**src/rtl/bus_err_pkg.sv**
```systemverilog
// bus_err_pkg: shared types for the bus error drain
package bus_err_pkg;

   typedef enum logic [1:0] {
      IDLE,
      COLLECT,
      FIRE
   } coal_state_e;

endpackage

```
**src/rtl/bus_err_coalesce.sv**
```systemverilog
// bus_err_coalesce: interrupt coalescing by pending record count and timeout
module bus_err_coalesce
   import bus_err_pkg::*;
#(
   parameter int CntWidth     = 16,
   parameter int TimeoutWidth = 16
) (
   input  logic                    clk_i,
   input  logic                    rst_ni,
   input  logic                    pop,
   input  logic [CntWidth-1:0]     thresh,
   input  logic [TimeoutWidth-1:0] timeout,
   input  logic                    ack,
   output logic                    irq
);

   coal_state_e             state;
   logic [CntWidth-1:0]     pending;
   logic [TimeoutWidth-1:0] timer;
   logic [CntWidth-1:0]     thr_eff;
   logic [CntWidth-1:0]     pend_inc;
   logic [TimeoutWidth-1:0] tmr_inc;
   logic                    hit;

   // saturating next values and the fire condition seen from COLLECT
   always_comb begin
      thr_eff  = (thresh == '0) ? CntWidth'(1) : thresh;
      pend_inc = (pop && pending != '1) ? pending + 1'b1 : pending;
      tmr_inc  = (timer != '1) ? timer + 1'b1 : timer;
      hit      = (pend_inc >= thr_eff) || (timeout != '0 && tmr_inc >= timeout);
   end

   // coalescing FSM with registered irq
   always_ff @(posedge clk_i or negedge rst_ni) begin
      if (!rst_ni) begin
         state   <= IDLE;
         pending <= '0;
         timer   <= '0;
         irq     <= 1'b0;
      end else begin
         case (state)
            IDLE: if (pop) begin
               pending <= CntWidth'(1);
               timer   <= '0;
               state   <= (thr_eff == CntWidth'(1)) ? FIRE : COLLECT;
               irq     <= (thr_eff == CntWidth'(1));
            end
            COLLECT: begin
               pending <= pend_inc;
               timer   <= tmr_inc;
               if (hit) begin
                  state <= FIRE;
                  irq   <= 1'b1;
               end
            end
            FIRE: if (ack) begin
               pending <= CntWidth'(pop);
               timer   <= '0;
               state   <= pop ? COLLECT : IDLE;
               irq     <= 1'b0;
            end else begin
               pending <= pend_inc;
            end
            default: state <= IDLE;
         endcase
      end
   end

endmodule

```
**src/rtl/bus_err_drain.sv**
```systemverilog
// bus_err_drain: drains the error FIFO into a record stream with count, first capture and irq
module bus_err_drain #(
   parameter int AddrWidth     = 48,
   parameter int MetaDataWidth = 1,
   parameter int ErrBits       = 3,
   parameter int CntWidth      = 16,
   parameter int TimeoutWidth  = 16
) (
   input  logic                     clk_i,
   input  logic                     rst_ni,
   input  logic                     err_nonempty_i,
   input  logic [ErrBits-1:0]       err_code_i,
   input  logic [AddrWidth-1:0]     err_addr_i,
   input  logic [MetaDataWidth-1:0] err_meta_i,
   output logic                     err_fifo_pop_o,
   output logic                     rec_valid_o,
   input  logic                     rec_ready_i,
   output logic [ErrBits-1:0]       rec_code_o,
   output logic [AddrWidth-1:0]     rec_addr_o,
   output logic [MetaDataWidth-1:0] rec_meta_o,
   input  logic [CntWidth-1:0]      coal_thresh_i,
   input  logic [TimeoutWidth-1:0]  coal_timeout_i,
   output logic                     irq_o,
   input  logic                     irq_ack_i,
   input  logic                     clear_i,
   output logic [CntWidth-1:0]      err_count_o,
   output logic                     first_valid_o,
   output logic [ErrBits-1:0]       first_code_o,
   output logic [AddrWidth-1:0]     first_addr_o,
   output logic [MetaDataWidth-1:0] first_meta_o
);

   typedef struct packed {
      logic [ErrBits-1:0]       code;
      logic [AddrWidth-1:0]     addr;
      logic [MetaDataWidth-1:0] meta;
   } rec_t;

   rec_t head, rec_q, first_q;

   assign head           = '{code: err_code_i, addr: err_addr_i, meta: err_meta_i};
   assign err_fifo_pop_o = err_nonempty_i & (~rec_valid_o | rec_ready_i);
   assign rec_code_o     = rec_q.code;
   assign rec_addr_o     = rec_q.addr;
   assign rec_meta_o     = rec_q.meta;
   assign first_code_o   = first_q.code;
   assign first_addr_o   = first_q.addr;
   assign first_meta_o   = first_q.meta;

   // single-entry output record register
   always_ff @(posedge clk_i or negedge rst_ni) begin
      if (!rst_ni) begin
         rec_q       <= '0;
         rec_valid_o <= 1'b0;
      end else if (err_fifo_pop_o) begin
         rec_q       <= head;
         rec_valid_o <= 1'b1;
      end else if (rec_ready_i) begin
         rec_valid_o <= 1'b0;
      end
   end

   // saturating error count; clear beats a same-cycle pop
   always_ff @(posedge clk_i or negedge rst_ni) begin
      if (!rst_ni) err_count_o <= '0;
      else if (clear_i) err_count_o <= '0;
      else if (err_fifo_pop_o && err_count_o != '1) err_count_o <= err_count_o + 1'b1;
   end

   // sticky first-error capture; a record popped during clear is not captured
   always_ff @(posedge clk_i or negedge rst_ni) begin
      if (!rst_ni) begin
         first_q       <= '0;
         first_valid_o <= 1'b0;
      end else if (clear_i) begin
         first_q       <= '0;
         first_valid_o <= 1'b0;
      end else if (err_fifo_pop_o && !first_valid_o) begin
         first_q       <= head;
         first_valid_o <= 1'b1;
      end
   end

   bus_err_coalesce #(
      .CntWidth    (CntWidth),
      .TimeoutWidth(TimeoutWidth)
   ) u_coalesce (
      .clk_i  (clk_i),
      .rst_ni (rst_ni),
      .pop    (err_fifo_pop_o),
      .thresh (coal_thresh_i),
      .timeout(coal_timeout_i),
      .ack    (irq_ack_i),
      .irq    (irq_o)
   );

endmodule

```
**config.mk**
```make
export PLATFORM = sky130hd
export DESIGN_NAME = bus_err_drain
export DESIGN_NICKNAME = d
export VERILOG_FILES = /design/src/rtl/bus_err_pkg.sv /design/src/rtl/bus_err_coalesce.sv /design/src/rtl/bus_err_drain.sv
export SDC_FILE = /design/constraint.sdc
export NUM_CORES = 1
export LEC_CHECK = 0
export CAP_MARGIN = 5
export CORE_UTILIZATION = 49
export DETAILED_ROUTE_END_ITERATION = 10
export PLACE_DENSITY = 0.81
export SLEW_MARGIN = 20
export SYNTH_ARGS = -nofsm -noshare
export SYNTH_HDL_FRONTEND = slang
export SYNTH_SLANG_ARGS = --single-unit
```
**constraint.sdc**
```tcl
create_clock -name clk_i -period 5.1 [get_ports clk_i]
set_input_delay 0.51 -clock clk_i [delete_from_list [all_inputs] [get_ports clk_i]]
set_output_delay 0.51 -clock clk_i [all_outputs]
set_load 0.005 [all_outputs]
```
==> metrics.yaml, run 1 <==
sta:
  rsz0062_at_grt: "false"
  relSlewSlack_pct: 33.23
  setup-tns-final_ps: 0
  slew_viol_final: 0
  min_period_ps: 4112
  hold_viol: 0
  worst_slew_pin_slew_ps: 998.5
  fmaxAchievable_ghz: 0.2432
  setup_viol: 0
  skew_ps: 7.913
  period_share_pct: 80.62
clock_network:
  cts_hold_buf: 0
  cts.sinks: 157
  ctsResizeCount: 0
  cts_max_level: 4
  cts_buffer_depth: 2
  cts_root_buf: "clkbuf_16"
  numCtsBuffers: 17
  post_cts_buffers: 0
  insertion_delay_ps: 420
  clk_pin_slew_ps: 60
  tritoncts: "done"
run:
  max-cap-violations: 0
grt:
  grt_pass1_vias: 6665
  track_usage_pct: 26.21
  antenna_found_initial: 0
  grt_overflow_total: 0
  grt_pass1_wl_mm: 33.52
  grt_max_degree: 70
layout:
  num_antenna_cells: 0
  nFillCells: 1220
  multiInputGateArea_um2: 3751
  area_delta_synth_final_pct: 36.33
  layout.nets: 1175
  drive_gt1_share_pct: 5.860
  regArea_um2: 3929
  fin_util_pct: 68.60
power:
  powerDensity_nw_per_um2: 335.0
  ir_drop_v: 0.0002366
  power_leakage_nw: 5.153
die:
  core-area_um2: 15890
  die_h_um: 129.7
  die_w_um: 129.7
  dieArea_um2: 16830
  rows: 46
  initial_core_util_pct: 50.32
  ioPinCount: 214
setup_path:
  end_kind: "register"
  cp_max_fo: 13
  critPathLaunchType: "register"
  cp.buffers_inverters: 0
  cp_top_family: "compound AO/OA/AOI/OAI gates"
  slowest_delay_ps: 610
  crit_arrival_ps: 4410
  path_cells: "ha_1 > and3_1 > and3_1 > a31oi_2 > mux2_2 > ha_1 > o211ai_1 > o21ai_0 > a2111oi_0 > nor2_1 > a32oi_1 > mux2_2"
  slowest_stage: "a2111oi_0"
  worstPathRequired_ps: 5400
  criticalPathCategory: "register to register"
  rr_startpoint: "u_coalesce.pending[0]"
  startpoint: "u_coalesce.pending[0]"
synthesis:
  ys_seq_area_share_pct: 49.15
  synth_edf_count: 0
  syn-num-nets: 976
  netlist-cell-type-count: 56
  yosys_warnings: 0
  async_flop_share_pct: 100.0
  synth_ff_type: "dfrtp_1"
  syn_inst: 847
  syn_area_um2: 7994
  synth_area_per_cell_um2: 9.438
  ys_ff_latch: 157
placement:
  dp_hpwl_mm: 14.99
  gp_congestion: 0.8523
  io_buffers: 213
detailed_routing:
  routed_wirelength_mm: 21.29
  drcViolationCount: 0
  routedWlPerCell_um: 16.71
  vias: 6921
  antenna_left: 0
  via_per_inst: 5.432
  drt_iter0_drc: 374
  firstDrtPassIters: 5
worst_hold_path:
  min_path_type: "input pin to async pin"
run_status:
  outcome: "complete, no violations"
==> metrics by stage <==
stage	setup slack (ps)	std cells	hold slack (ps)	total power, mW	area, µm²
after floorplan	1559	847	214.4	1.943	7994
after global placement	895.0	1243	456.6	2.368	10310
after detailed placement	811.2	1243	461.7	2.389	10310
after CTS	1012	1274	83.72	3.669	10900
after global routing	685.4	1274	110.8	3.846	10900
final	988.3	1274	69.50	3.651	10900
==> cell usage after synthesis, types with 2 or more instances <==
| cell | number | share of area [%] |
|---|---|---|
| nand2_1 | 205 | 9.6 |
| dfrtp_1 | 157 | 49 |
| a22o_1 | 61 | 6.7 |
| nor2_1 | 54 | 2.5 |
| inv_1 | 42 | 2.0 |
| ha_1 | 39 | 6.1 |
| o21ai_0 | 34 | 2.1 |
| clkbuf_1 | 27 | 1.3 |
| a21oi_1 | 24 | 1.5 |
| xnor2_1 | 20 | 2.2 |
| nand3_1 | 19 | 1.2 |
| xor2_1 | 19 | 2.1 |
| and3_1 | 15 | 1.2 |
| nand4_1 | 12 | 0.94 |
| nor3_1 | 10 | 0.63 |
| nor4_1 | 10 | 0.78 |
| buf_2 | 8 | 0.50 |
| mux2i_1 | 8 | 1.0 |
| a211oi_1 | 6 | 0.56 |
| and4_1 | 6 | 0.66 |
| buf_1 | 6 | 0.28 |
| o31ai_1 | 6 | 0.56 |
| a31oi_1 | 5 | 0.39 |
| mux2_2 | 4 | 0.56 |
| o21ai_1 | 4 | 0.25 |
| a21o_1 | 3 | 0.28 |
| a41oi_1 | 3 | 0.33 |
| nand2b_1 | 3 | 0.23 |
| nor2b_1 | 3 | 0.23 |
| o211ai_1 | 3 | 0.28 |
| or3_1 | 3 | 0.23 |
| a22oi_1 | 2 | 0.19 |
| a32oi_1 | 2 | 0.22 |
| nor4_2 | 2 | 0.31 |
==> report_power, final <==
part / leakage, nW / switching, mW / internal, mW / total [mW]
Combinational: 2.80 / 0.522 / 0.425 / 0.947
Sequential: 2.07 / 0.0812 / 1.35 / 1.44
Clock: 0.283 / 0.518 / 0.750 / 1.27
==> worst paths after layout <==
check / cells past startpoint / to / slack, ps
min in group clk_i: 2 / rec_addr_o[10] / 470
worst min-delay path: 1 / rec_addr_o[6] / 70
max in group asynchronous: 2 / first_meta_o / 3920
worst min register to register: 2 / rec_addr_o[10] / 470
worst max-delay path: 12 / u_coalesce.state[0] / 990
worst max register to register: 12 / u_coalesce.state[0] / 990
==> sequential cells by signal, summed over array words and instances, names as in the netlist <==
register and cells:
first_addr_o 48, rec_addr_o 48, err_count_o 16, u_coalesce.pending 16
u_coalesce.timer 16, first_code_o 3, rec_code_o 3, u_coalesce.state 2
first_meta_o 1, first_valid_o 1, rec_meta_o 1, rec_valid_o 1
u_coalesce.irq 1
==> placed cells by master (no fill, tap or decap), types with 3 or more instances in the layout <==
cell type | Yosys | layout
nand2_1 | 205 | 204
o21ai_0 | 34 | 34
a22o_1 | 61 | 61
o211ai_1 | 3 | 3
and4_1 | 6 | 6
a31oi_1 | 5 | 5
clkbuf_16 | 0 | 17
dfrtp_1 | 157 | 157
inv_6 | 0 | 3
and3_1 | 15 | 15
clkdlybuf4s50_1 | 0 | 212
inv_1 | 42 | 41
mux2i_1 | 8 | 8
or3_1 | 3 | 3
nor3_1 | 10 | 9
nand4_1 | 12 | 12
nor2_1 | 54 | 53
xnor2_1 | 20 | 20
xor2_1 | 19 | 19
nand2b_1 | 3 | 3
a21o_1 | 3 | 3
a41oi_1 | 3 | 3
o21ai_1 | 4 | 4
a211oi_1 | 6 | 6
mux2_2 | 4 | 4
nand3_1 | 19 | 19
a21oi_1 | 24 | 24
nor4_1 | 10 | 10
nor2b_1 | 3 | 3
o31ai_1 | 6 | 6
clkinv_4 | 0 | 3
buf_4 | 1 | 9
ha_1 | 39 | 39
==> kinds of logic (layout without fill, tap and decap cells) <==
kind of cell | after synthesis | after routing | synth area share (%)
adder cells (fa/ha/maj) | 39 | 39 | 6.104
flip-flops | 157 | 157 | 49.15
AND/OR/NAND/NOR | 354 | 354 | 20.25
AO/OA/AOI/OAI | 162 | 162 | 14.54
XOR/XNOR | 39 | 39 | 4.273
buffers and inverters | 84 | 295 | 4.117
multiplexers | 12 | 12 | 1.565
==> metal layers <==
metal,track usage [%],vias up,share of wire (%)
met5,0,-,0
met4,8.140,0,1.5
met3,8.979,25,8.1
met2,42.21,242,47
met1,33.38,3323,43
li1,-,3331,-
==> area by class of cell <==
type	count	share of cell area, %
Tap cell	216	2.480
Timing Repair Buffer	222	20.20
Clock buffer	20	4.191
Clock inverter	11	1.217
Inverter	42	1.447
Sequential cell	157	36.05
Multi-Input combinational cell	606	34.42
Note: power is estimated with default switching activity, not from simulation.
==> run 2: changes to the inputs <==
clock period = 4.28 ns   (was 5.1 ns; I/O delays follow)
==> run 2 against run 1 <==
Combinational power is 19% higher. Maximum frequency increased by 3.1%. Die area unchanged. Hold slack worse by 21 ps. Critical path type unchanged. Total power grew 19%. Critical path depth rose by 2.
==> metrics.yaml, run 2 (same netlist as run 1, synthesis figures left out) <==
sta:
  period_share_pct: 93.21  # +13 points
  skew_ps: 13.05  # +5.135 ps
  min_period_ps: 3989  # -122.2 ps
  worst_slew_pin_slew_ps: 871.3  # -127.2 ps
  slew_viol_final: 0  # unchanged
  fmaxAchievable_ghz: 0.2507  # +3.1%
  relSlewSlack_pct: 41.92  # +8.7 points
  setup-tns-final_ps: 0  # unchanged
  rsz0062_at_grt: "false"
  hold_viol: 0  # unchanged
  setup_viol: 0  # unchanged
clock_network:
  ctsResizeCount: 0  # unchanged
  cts_root_buf: "clkbuf_16"
  cts_max_level: 4  # unchanged
  tritoncts: "done"
  insertion_delay_ps: 430  # about the same
  cts.sinks: 157  # unchanged
  cts_hold_buf: 0  # unchanged
  cts_buffer_depth: 2  # unchanged
  clk_pin_slew_ps: 70  # about the same
  post_cts_buffers: 0  # unchanged
  numCtsBuffers: 17  # unchanged
setup_path:
  r2r_cells: 14  # +2
  criticalPathCategory: "register to register"
  crit_arrival_ps: 4290  # -120 ps
  r2r-end: "u_coalesce.state[0]"
  critPathLaunchType: "register"
  end_kind: "register"
  rr_startpoint: "u_coalesce.pending[0]"
  worstPathRequired_ps: 4580  # -820 ps
  worst-r2r-setup-slack_ps: 290  # -700 ps
  cp_max_fo: 10  # -3
run:
  max-cap-violations: 0  # unchanged
placement:
  dp_hpwl_mm: 15.26  # +1.8%
  place_inst: 1244  # +0.080%
  gp_congestion: 0.8979  # +5.4%
  placed_cell_area_um2: 10320  # about the same
  io_buffers: 213  # unchanged
power:
  powerDensity_nw_per_um2: 398.8  # +19%
  combPwrFrac_pct: 26.0  # about the same
  ir_drop_v: 0.0002978  # +26%
  power_leakage_nw: 5.157  # about the same
  p_total_mw: 4.351  # +19%
  switchingPower_mw: 1.358  # +21%
  switching_share_pct: 31.22  # +0.49 points
  p_int_mw: 2.993  # +18%
  seq_power_share_pct: 39.3  # about the same
  clock_power_share_pct: 34.7  # about the same
grt:
  grt_overflow_total: 0  # unchanged
  antenna_found_initial: 0  # unchanged
  track_usage_pct: 26.85  # +0.65 points
  grt_pass1_vias: 6905  # +3.6%
  grt_pass1_wl_mm: 34.53  # +3.0%
  grt_max_degree: 91  # +30%
die:
  ioPinCount: 214  # unchanged
  initial_core_util_pct: 50.32  # unchanged
  die_w_um: 129.7  # unchanged
  rows: 46  # unchanged
  dieArea_um2: 16830  # unchanged
  die_h_um: 129.7  # unchanged
  core-area_um2: 15890  # unchanged
layout:
  drive_gt1_share_pct: 6.132  # +0.27 points
  design_area_um2: 10910  # +0.13%
  area_delta_synth_final_pct: 36.50
  fin_util_pct: 68.69  # +0.087 points
  num_antenna_cells: 0  # unchanged
  layout.nets: 1176  # +0.085%
  stdcell_count: 1276  # +0.16%
  final_cell_mix: "212 x clkdlybuf4s50_1, 204 x nand2_1, 157 x dfrtp_1"
  nFillCells: 1230  # +0.82%
  final_common_cell: "clkdlybuf4s50_1"
run_status:
  outcome: "complete, no violations"
detailed_routing:
  vias: 7059  # +2.0%
  drcViolationCount: 0  # unchanged
  drt_iter0_drc: 478  # +28%
  antenna_left: 0  # unchanged
  routed_wirelength_mm: 21.92  # +3.0%
  via_per_inst: 5.532  # +1.8%
  firstDrtPassIters: 7  # +2
  routedWlPerCell_um: 17.18  # +2.8%
worst_hold_path:
  min_path_type: "input pin to async pin"
==> run 2: cell count changes in the layout (fill, tap and decap cells not counted) <==
cell        change
a31oi_2         -1
clkinvlp_4      +1
buf_4           +1
inv_6           +1
inv_8           +1
a31oi_4         +1
clkbuf_1        -1
clkinv_4        -1
clkinv_2        +2
clkbuf_8        -2
==> run 2: layout make-up <==
class                   instances  area, µm²  share of cell area, %
inverters                      42      157.7                  1.445
clock inverters                15      161.4                  1.479
clock buffers                  17      425.4                  3.899
multi-input cells             606       3760                  34.46
well taps                     216      270.3                  2.477
repair buffers                223       2208                  20.24
flip-flops and latches        157       3929                  36.01
==> run 2: power groups by stage <==
stage / registers, mW / clock network [mW] / logic, mW
after floorplan: 1.73 / 0 / 0.589
final: 1.71 / 1.51 / 1.13
after detailed placement: 1.73 / 0 / 1.12
after CTS: 1.71 / 1.53 / 1.13
after global routing: 1.73 / 1.60 / 1.25
after global placement: 1.73 / 0 / 1.09
==> run 2: per-layer routing <==
metal / wire, µm / vias to the layer above / GRT usage (%)
met5: 0 / - / 0
met4: 534 / 0 / 10.19
met3: 1777 / 39 / 8.118
met2: 10310 / 281 / 43.88
met1: 9301 / 3397 / 33.64
li1: - / 3342 / -
==> run 2: worst max path at each step <==
stage	end	slack [ps]	startpoint	depth (start not counted)
floorplan	u_coalesce.state[0]	740	u_coalesce.pending[0]	14
global placement	u_coalesce.state[0]	240	rec_ready_i	15
detailed placement	u_coalesce.state[0]	210	rec_ready_i	15
CTS	u_coalesce.state[0]	240	u_coalesce.pending[0]	14
global route	u_coalesce.state[0]	60	u_coalesce.pending[0]	14
finish	u_coalesce.state[0]	290	u_coalesce.pending[0]	14
==> run 2: per-stage QoR <==
stage | setup slack, ps | hold WS, ps
detailed placement | 211.7 | 461.3
global route | 59.83 | 140.4
finish | 290.5 | 48.61
global placement | 237.0 | 457.7
floorplan | 739.0 | 132.4
CTS | 236.7 | 113.3
==> run 2: worst max-delay path, cell delays in order (launching register included) <==
cell,delay (ps)
dfrtp_1,430
ha_1,250
and3_1,240
and3_1,250
a31oi_4,300
buf_4,190
nand2_1,90
xnor2_1,160
ha_1,210
a211oi_1,240
o21ai_0,150
a2111oi_0,570
nor2_1,140
a32oi_1,280
mux2_2,360
